$ cat config.mk
export PLATFORM = sky130hd
export DESIGN_NAME = pe_mac_pipe
export DESIGN_NICKNAME = d
export VERILOG_FILES = /design/src/rtl/pe_mac_pipe.sv
export SDC_FILE = /design/constraint.sdc
export NUM_CORES = 1
export LEC_CHECK = 0
export CAP_MARGIN = 30
export CORE_UTILIZATION = 58
export CTS_CLUSTER_SIZE = 20
export DETAILED_ROUTE_END_ITERATION = 10
export PLACE_DENSITY = 0.9
export SYNTH_ARGS = -nofsm -noshare
export SYNTH_HDL_FRONTEND = slang
export SYNTH_SLANG_ARGS = --single-unit
$ cat constraint.sdc
create_clock -name clk -period 9.7 [get_ports clk]
set_input_delay 1.94 -clock clk [delete_from_list [all_inputs] [get_ports clk]]
set_output_delay 1.94 -clock clk [all_outputs]
set_load 0.005 [all_outputs]
$ cat src/rtl/pe_mac_pipe.sv
// Pipelined floating-point multiply-accumulate PE: ACC_LEN products per result, valid/ready output.
// Optional PE_RELU_EN: the result register loads max(sum, 0).
module pe_mac_pipe #(
  parameter int EXP_W   = 5,
  parameter int MAN_W   = 10,
  parameter int ACC_LEN = 9
) (
  input  logic                   clk,
  input  logic                   reset,
  input  logic                   in_valid,
  output logic                   in_ready,
  input  logic [EXP_W+MAN_W:0]   floatA,
  input  logic [EXP_W+MAN_W:0]   floatB,
  output logic                   out_valid,
  input  logic                   out_ready,
  output logic [EXP_W+MAN_W:0]   result,
  output logic                   ovf
);
  localparam int W     = 1 + EXP_W + MAN_W;
  localparam int CNT_W = $clog2(ACC_LEN + 1);
  localparam int EMAX  = (1 << EXP_W) - 1;
  localparam int BIAS  = (1 << (EXP_W - 1)) - 1;
  localparam int PW    = 2 * MAN_W + 2;
  localparam int XW    = MAN_W + 4;  // hidden + mantissa + two guard bits + sticky
  localparam logic [EXP_W-1:0] EXP_INF  = '1;
  localparam logic [CNT_W-1:0] CNT_LAST = CNT_W'(ACC_LEN - 1);

  typedef struct packed {
    logic         ovf;
    logic [W-1:0] val;
  } fp_res_t;

  function automatic fp_res_t fp_mul(input logic [W-1:0] a, input logic [W-1:0] b);
    fp_res_t            r;
    logic               s;
    logic [PW-1:0]      p;
    logic [MAN_W-1:0]   man;
    int                 e;
    r = '0;
    s = a[W-1] ^ b[W-1];
    if (a[W-2:MAN_W] == '0 || b[W-2:MAN_W] == '0) begin
      r = '0;
    end else if (a[W-2:MAN_W] == EXP_INF || b[W-2:MAN_W] == EXP_INF) begin
      r.val = {s, EXP_INF, {MAN_W{1'b0}}};
    end else begin
      p = PW'({1'b1, a[MAN_W-1:0]}) * PW'({1'b1, b[MAN_W-1:0]});
      e = int'(a[W-2:MAN_W]) + int'(b[W-2:MAN_W]) - BIAS;
      if (p[PW-1]) begin
        e   = e + 1;
        man = p[PW-2 -: MAN_W];
      end else begin
        man = p[PW-3 -: MAN_W];
      end
      if (e >= EMAX) begin
        r.ovf = 1'b1;
        r.val = {s, EXP_INF, {MAN_W{1'b0}}};
      end else if (e <= 0) begin
        r = '0;
      end else begin
        r.val = {s, e[EXP_W-1:0], man};
      end
    end
    return r;
  endfunction

  // Truncating add. With inf on both sides (NaN case) the left operand wins.
  function automatic fp_res_t fp_add(input logic [W-1:0] a, input logic [W-1:0] b);
    fp_res_t            r;
    logic [W-1:0]       bg, sm;
    logic [XW-1:0]      bx, sx, dif;
    logic [2*XW-1:0]    sh;
    logic [XW:0]        sum;
    logic [MAN_W-1:0]   man;
    int                 d, e, lz;
    r = '0;
    if (a[W-2:MAN_W] == '0 && b[W-2:MAN_W] == '0) begin
      r = '0;
    end else if (a[W-2:MAN_W] == '0) begin
      r.val = b;
    end else if (b[W-2:MAN_W] == '0) begin
      r.val = a;
    end else if (a[W-2:MAN_W] == EXP_INF) begin
      r.val = a;
    end else if (b[W-2:MAN_W] == EXP_INF) begin
      r.val = b;
    end else begin
      if (a[W-2:0] >= b[W-2:0]) begin
        bg = a; sm = b;
      end else begin
        bg = b; sm = a;
      end
      d  = int'(bg[W-2:MAN_W]) - int'(sm[W-2:MAN_W]);
      bx = {1'b1, bg[MAN_W-1:0], 3'b000};
      sx = {1'b1, sm[MAN_W-1:0], 3'b000};
      // Everything shifted below the LSB collapses into it as a sticky bit,
      // which keeps truncation exact for both add and subtract.
      if (d >= 2 * XW) begin
        sx = {{(XW-1){1'b0}}, 1'b1};
      end else begin
        sh = {sx, {XW{1'b0}}} >> d;
        sx = {sh[2*XW-1:XW+1], sh[XW] | (|sh[XW-1:0])};
      end
      if (bg[W-1] == sm[W-1]) begin
        sum = {1'b0, bx} + {1'b0, sx};
        e   = int'(bg[W-2:MAN_W]);
        if (sum[XW]) begin
          e   = e + 1;
          man = sum[XW-1 -: MAN_W];
        end else begin
          man = sum[XW-2 -: MAN_W];
        end
        if (e >= EMAX) begin
          r.ovf = 1'b1;
          r.val = {bg[W-1], EXP_INF, {MAN_W{1'b0}}};
        end else begin
          r.val = {bg[W-1], e[EXP_W-1:0], man};
        end
      end else begin
        dif = bx - sx;
        lz  = 0;
        for (int i = 0; i < XW; i++) if (dif[i]) lz = XW - 1 - i;
        e = int'(bg[W-2:MAN_W]) - lz;
        if (dif == '0 || e <= 0) begin
          r = '0;
        end else begin
          dif   = dif << lz;
          r.val = {bg[W-1], e[EXP_W-1:0], dif[XW-2 -: MAN_W]};
        end
      end
    end
    return r;
  endfunction

  logic             stall;
  fp_res_t          mul_r, add_r;
  logic             prod_vld_q, prod_vld_d;
  logic [W-1:0]     prod_q, prod_d;
  logic             prod_ovf_q, prod_ovf_d;
  logic [W-1:0]     acc_q, acc_d;
  logic [CNT_W-1:0] cnt_q, cnt_d;
  logic             grp_ovf_q, grp_ovf_d;
  logic [W-1:0]     res_q, res_d;
  logic             ovf_q, ovf_d;
  logic             out_vld_q, out_vld_d;

  assign stall     = out_vld_q & ~out_ready;
  assign in_ready  = ~stall;
  assign out_valid = out_vld_q;
  assign result    = res_q;
  assign ovf       = ovf_q;

  always_comb begin
    mul_r      = fp_mul(floatA, floatB);
    add_r      = fp_add(acc_q, prod_q);
    prod_vld_d = prod_vld_q;
    prod_d     = prod_q;
    prod_ovf_d = prod_ovf_q;
    acc_d      = acc_q;
    cnt_d      = cnt_q;
    grp_ovf_d  = grp_ovf_q;
    res_d      = res_q;
    ovf_d      = ovf_q;
    out_vld_d  = out_vld_q;
    if (!stall) begin
      prod_vld_d = in_valid;
      if (in_valid) begin
        prod_d     = mul_r.val;
        prod_ovf_d = mul_r.ovf;
      end
      if (out_vld_q && out_ready) out_vld_d = 1'b0;
      if (prod_vld_q) begin
        if (cnt_q == CNT_LAST) begin
`ifdef PE_RELU_EN
          res_d = add_r.val[W-1] ? '0 : add_r.val;
`else
          res_d = add_r.val;
`endif
          ovf_d     = grp_ovf_q | prod_ovf_q | add_r.ovf;
          out_vld_d = 1'b1;
          acc_d     = '0;
          cnt_d     = '0;
          grp_ovf_d = 1'b0;
        end else begin
          acc_d     = add_r.val;
          cnt_d     = cnt_q + 1'b1;
          grp_ovf_d = grp_ovf_q | prod_ovf_q | add_r.ovf;
        end
      end
    end
  end

  always_ff @(posedge clk or negedge reset) begin
    if (!reset) begin
      prod_vld_q <= 1'b0;
      prod_q     <= '0;
      prod_ovf_q <= 1'b0;
      acc_q      <= '0;
      cnt_q      <= '0;
      grp_ovf_q  <= 1'b0;
      res_q      <= '0;
      ovf_q      <= 1'b0;
      out_vld_q  <= 1'b0;
    end else begin
      prod_vld_q <= prod_vld_d;
      prod_q     <= prod_d;
      prod_ovf_q <= prod_ovf_d;
      acc_q      <= acc_d;
      cnt_q      <= cnt_d;
      grp_ovf_q  <= grp_ovf_d;
      res_q      <= res_d;
      ovf_q      <= ovf_d;
      out_vld_q  <= out_vld_d;
    end
  end
endmodule

==> results of run 1 <==
==> logic make-up after synthesis <==
logic type / Yosys count / share of synthesized area (%)
buf+inv: 211 / 6.966
compound gates: 431 / 25.14
xor+xnor: 43 / 3.148
mux: 48 / 4.654
simple gates: 548 / 22.52
flops: 57 / 11.92
fa+ha+maj: 196 / 25.65
==> routing by layer <==
metal	share of wire [%]	vias to the layer above	GRT usage, %
li1	-	5647	-
met1	40	5989	48.04
met2	46	747	59.98
met3	9.7	146	6.677
met4	4.5	0	13.79
met5	0	-	0
==> critical path, stage by stage <==
cell,delay (ps)
clkdlybuf4s50_1,780
nand2_1,160
fa_1,560
inv_1,40
ha_1,200
fa_1,490
ha_1,290
inv_1,50
fa_1,530
inv_1,40
ha_1,280
a21o_1,160
a21o_1,170
a21o_1,180
a21o_1,180
a21o_1,210
a21oi_1,240
o21bai_1,150
a21oi_1,310
o21a_1,170
nor3_1,70
o31ai_2,340
buf_4,250
xnor2_2,100
o41ai_2,530
nand3b_1,140
nand3b_1,420
o31ai_2,550
==> what timing repair did <==
action	4_1_cts	5_1_grt
resized for setup	0	25
hold endpoints to repair	0	0
setup endpoints to repair	0	27
buffers inserted	0	1
==> sequential cells by signal, summed over array words and instances, names as in the netlist <==
name        cells
out_valid       1
acc_q          16
cnt_q           4
result         16
prod_ovf_q      1
prod_vld_q      1
grp_ovf_q       1
ovf             1
prod_q         16
==> final timing paths <==
kind,end,depth (start not counted),from
setup / recovery,prod_q[6]$_DFFE_PN0P_,28,floatB[4]
hold / removal,result[14]$_DFFE_PN0P_,2,result[14]$_DFFE_PN0P_
setup reg to reg,acc_q[9]$_DFFE_PN0P_,44,prod_q[10]$_DFFE_PN0P_
hold reg to reg,result[14]$_DFFE_PN0P_,2,result[14]$_DFFE_PN0P_
max in group asynchronous,result[12]$_DFFE_PN0P_,2,reset
min in group asynchronous,result[8]$_DFFE_PN0P_,2,reset
==> area by class of cell <==
| class | count | area share, % |
|---|---|---|
| multi-input combinational | 1266 | 71.98 |
| clock buffer | 11 | 1.779 |
| sequential | 57 | 10.45 |
| inverter | 146 | 4.026 |
| timing repair buffer | 143 | 8.877 |
| clock inverter | 5 | 0.4035 |
| tap | 270 | 2.476 |
==> synthesized netlist by cell type (12+ instances only) <==
cell / count / share of area, %
dfrtp_1: 57 / 12
nand3_1: 29 / 1.2
xnor2_1: 31 / 2.3
nand2b_1: 15 / 0.78
a21o_1: 24 / 1.5
a31oi_1: 28 / 1.5
and2_1: 68 / 3.6
nor2b_1: 15 / 0.78
inv_1: 141 / 4.4
o211ai_1: 20 / 1.3
xor2_1: 12 / 0.88
nand4_1: 13 / 0.68
a21oi_1: 84 / 3.5
fa_1: 82 / 14
nor2_1: 117 / 3.7
mux2i_1: 32 / 2.7
clkbuf_1: 46 / 1.4
nor3_1: 40 / 1.7
nand2_1: 188 / 5.9
ha_1: 114 / 12
o221ai_1: 13 / 0.95
o21ai_0: 95 / 4.0
a211oi_1: 16 / 1.0
==> per-stage QoR <==
step	hold WS (ps)	setup WS (ps)	std cells	area (µm²)
floorplan	450.5	295.2	1534	11960
global placement	467.5	141.8	1880	13220
detailed placement	471.6	-52.77	1881	13230
CTS	484.6	237.7	1897	13530
global route	528.1	-56.07	1898	13640
finish	479.3	349.1	1898	13640
==> layout by cell type, fill, tap and decap left out, types with 53 or more instances in the layout <==
cell and instances:
nor2_1 117, o21ai_0 92, and2_1 68, ha_1 112, dfrtp_1 57, inv_1 141, buf_4 88, nand2_1 188
clkdlybuf4s50_1 53, a21oi_1 81, fa_1 82
==> impl_metrics.json, run 1 <==
{
  "status": "finished clean",
  "diodes": 0,
  "period_share_pct": 96.40,
  "ios": 55,
  "worstSetupPathType": "input pin to flip-flop",
  "cts_htree_levels": 3,
  "numCtsBuffers": 9,
  "setup_violations": 0,
  "regToRegSetupSlack_ps": 460,
  "synthFlopType": "dfrtp_1",
  "cp.arrival_ps": 9540,
  "routed_via_density": 6.601,
  "multi_input_area_mm2": 0.009821,
  "fmax_mhz": 106.9,
  "slew_viol_final": 0,
  "final_util_pct": 67.43,
  "fin_setup_tns_ps": 0,
  "insertion_delay_ps": 340,
  "synth-seq-area-share_pct": 11.92,
  "finalHoldViolCount": 0,
  "dieHeight_um": 145.6,
  "period_needed_ps": 9351,
  "area_growth_pct": 14.05,
  "fill_cells": 1657,
  "yosys_warnings": 0,
  "first_pass_iters": 6,
  "netlist_area_mm2": 0.01196,
  "clk_pin_slew_worst_paths_ps": 60,
  "regArea_mm2": 0.001426,
  "grt_first_pass_wirelength_mm": 62.47,
  "cts_sinks": 57,
  "grt_use_total_pct": 36.56,
  "cp_max_fo": 11,
  "cts_root_buf": "clkbuf_16",
  "hpwl_mm": 30.69,
  "dr_total_vias": 12529,
  "maxCapViolCount": 0,
  "skew_ps": 14.31,
  "clock_path_buffers": 2,
  "netlist_instances": 1534,
  "drt-initial-drc-count": 1493,
  "io_buffers": 54,
  "detail-route-antenna-nets": 0,
  "ctsHoldBuffers": 0,
  "drive_above_1_share_pct": 11.61,
  "hold_class": "flip-flop to flip-flop",
  "synth_edf_count": 0,
  "die-area_mm2": 0.02120,
  "cts_tree": "yes",
  "grt.overflow.total": 0,
  "globalplace.congestion": 1.085,
  "start_util_pct": 59.12,
  "critPathRequiredTime_ps": 9890,
  "post-route-drc-count": 0,
  "wl_per_cell_um": 20.51,
  "grt_pass1_vias": 12085,
  "grt_max_degree": 58,
  "syn_avg_cell_area_um2": 7.798,
  "die_w_um": 145.6,
  "routed_wirelength_mm": 38.93,
  "critical_path.startpoint_type": "input pin",
  "antenna_found_initial": 0,
  "slew_headroom_pct": 22.38,
  "async_reset_ff_share_pct": 100.0,
  "rows": 52,
  "core_area_mm2": 0.02023,
  "syn_nets": 1766,
  "synth.ff_latch_count": 57,
  "fin_nets": 1855,
  "ys_types": 102,
  "end_kind": "flip-flop",
  "tightest_slew_ps": 1160
}
Power of run 1 is not shown: default switching activity piles up to over one toggle a cycle in this logic, so the estimate is an artifact.
==> run 2, diff against run 1 <==
- CORE_UTILIZATION: 58 -> 60
- DONT_BUFFER_PORTS: not set -> 1
- PLACE_DENSITY: 0.9 -> 0.89
- SLEW_MARGIN: not set -> 20
==> run 2 against run 1 <==
Against the previous run: worst setup slack better by 42 ps; sequential share of layout area is 0.37 points higher; highest routed layer unchanged; cell count is 3.4% lower; first-iteration DRC count is 1.1% lower; critical endpoint is now result[8]$_DFFE_PN0P_; largest cell class unchanged.
==> impl_metrics.json, run 2 (synthesis results as in run 1) <==
{
  "rows": 51,
  "core_area_mm2": 0.01953,
  "slew_headroom_pct": 32.35,
  "period_needed_ps": 9308,
  "cts_sinks": 57,
  "skew_ps": 8.246,
  "fin_nets": 1795,
  "slowest_delay_ps": 620,
  "die_w_um": 143.2,
  "drive_above_1_share_pct": 12.63,
  "cts_root_buf": "clkbuf_16",
  "crit_slowest_cell": "or4_4",
  "grt_use_total_pct": 37.32,
  "cts_htree_levels": 3,
  "grt_use_met3_pct": 6.606,
  "cts_tree": "yes",
  "r2r-start": "prod_q[4]$_DFFE_PN0P_",
  "clock_path_buffers": 2,
  "first_pass_iters": 7,
  "fmax_mhz": 107.4,
  "whs_path_depth": 2,
  "grt_first_pass_wirelength_mm": 59.71,
  "die-area_mm2": 0.02051,
  "status": "finished clean",
  "met2_usage_pct": 62.80,
  "detail-route-antenna-nets": 0,
  "globalplace.congestion": 1.029,
  "dieHeight_um": 143.2,
  "setup_slack_ps": 391.5,
  "cp-startpoint": "prod_q[4]$_DFFE_PN0P_",
  "grt_max_degree": 58,
  "io_buffers": 0,
  "period_share_pct": 95.96,
  "grt.busiest_layer": "met2",
  "drt-initial-drc-count": 1477,
  "hold_start": "result[13]$_DFFE_PN0P_",
  "critical_path.startpoint_type": "flip-flop",
  "hold_class": "flip-flop to flip-flop",
  "numCtsBuffers": 9,
  "cp_max_fo": 16,
  "antenna_found_initial": 0,
  "routed_wirelength_mm": 38.46,
  "finalHoldViolCount": 0,
  "final_cell_mix": "nand2_1, inv_1, nor2_1",
  "tightest_slew_ps": 1004,
  "post-route-drc-count": 0,
  "holdPathEnd": "result[13]$_DFFE_PN0P_",
  "dr_total_vias": 12220,
  "insertion_delay_ps": 330,
  "critPathRequiredTime_ps": 9950,
  "regToRegSetupSlack_ps": 390,
  "slew_viol_final": 0,
  "layout_commonest_cell": "nand2_1",
  "clk_pin_slew_worst_paths_ps": 50,
  "start_util_pct": 61.26,
  "routed_via_density": 6.667,
  "fin_setup_tns_ps": 0,
  "hpwl_mm": 30.40,
  "end_kind": "flip-flop",
  "setup_violations": 0,
  "dp_slack_ps": -345.4,
  "grt_use_met1_pct": 46.72,
  "worstSetupPathType": "flip-flop to flip-flop",
  "area_growth_pct": 10.55,
  "ctsHoldBuffers": 0,
  "r2r_end": "result[8]$_DFFE_PN0P_",
  "grt_pass1_vias": 11621,
  "wl_per_cell_um": 20.98,
  "rr_worst_depth": 43,
  "diodes": 0,
  "cp.arrival_ps": 9560,
  "maxCapViolCount": 0,
  "ios": 55,
  "grt.overflow.total": 0
}
-- run 2: through the flow --
stage          util [%]  cell area, µm²  cells  hold slack (ps)
6_report          67.73           13230   1833            504.9
5_1_grt           67.73           13230   1833            552.0
4_1_cts           66.04           12890   1818            511.3
3_5_place_dp      64.18           12530   1802            496.9
3_3_place_gp      64.18           12530   1802            480.9
2_1_floorplan         -           11960   1534            450.5
-- run 2: worst max path at each step --
stage	end	slack, ps	depth (start not counted)
2_1_floorplan	acc_q[9]$_DFFE_PN0P_	300	46
5_1_grt	acc_q[9]$_DFFE_PN0P_	-20	45
6_report	result[8]$_DFFE_PN0P_	390	43
3_3_place_gp	acc_q[9]$_DFFE_PN0P_	30	44
3_5_place_dp	acc_q[9]$_DFFE_PN0P_	-350	44
4_1_cts	acc_q[9]$_DFFE_PN0P_	40	44
-- run 2: per-layer routing --
layer  vias up  routed length, µm
met5         -                  0
met4         0               1816
met3       159               3697
met2       727              18110
met1      5796              14830
li1       5538                  -
-- run 2: area by class of cell --
| cell class | instances | area [µm²] |
|---|---|---|
| fillers | 1617 | 6301 |
| inverters | 146 | 558.0 |
| multi-input cells | 1267 | 9942 |
| flip-flops and latches | 57 | 1431 |
| clock buffers | 11 | 242.7 |
| repair buffers | 82 | 616.8 |
| clock inverters | 5 | 102.6 |
| well taps | 265 | 331.6 |
-- run 2: critical path, delay by kind of cell (launching register included) --
kind | cells | cell delay, ps
adders and majority gates | 6 | 1640
and+or+nand+nor | 9 | 1800
buffers and inverters | 5 | 440
muxes | 2 | 660
DFF | 1 | 430
AOI/OAI and AO/OA | 20 | 4100
xor gates and xnor gates | 1 | 160
-- run 2: what timing repair did --
item / in CTS / in global routing
cloned: 0 / 1
setup buffers: 0 / 13
pin swaps: 0 / 12
resized for setup: 4 / 44
setup endpoints to repair: 12 / 32
Power of run 2 is left out for the same reason.
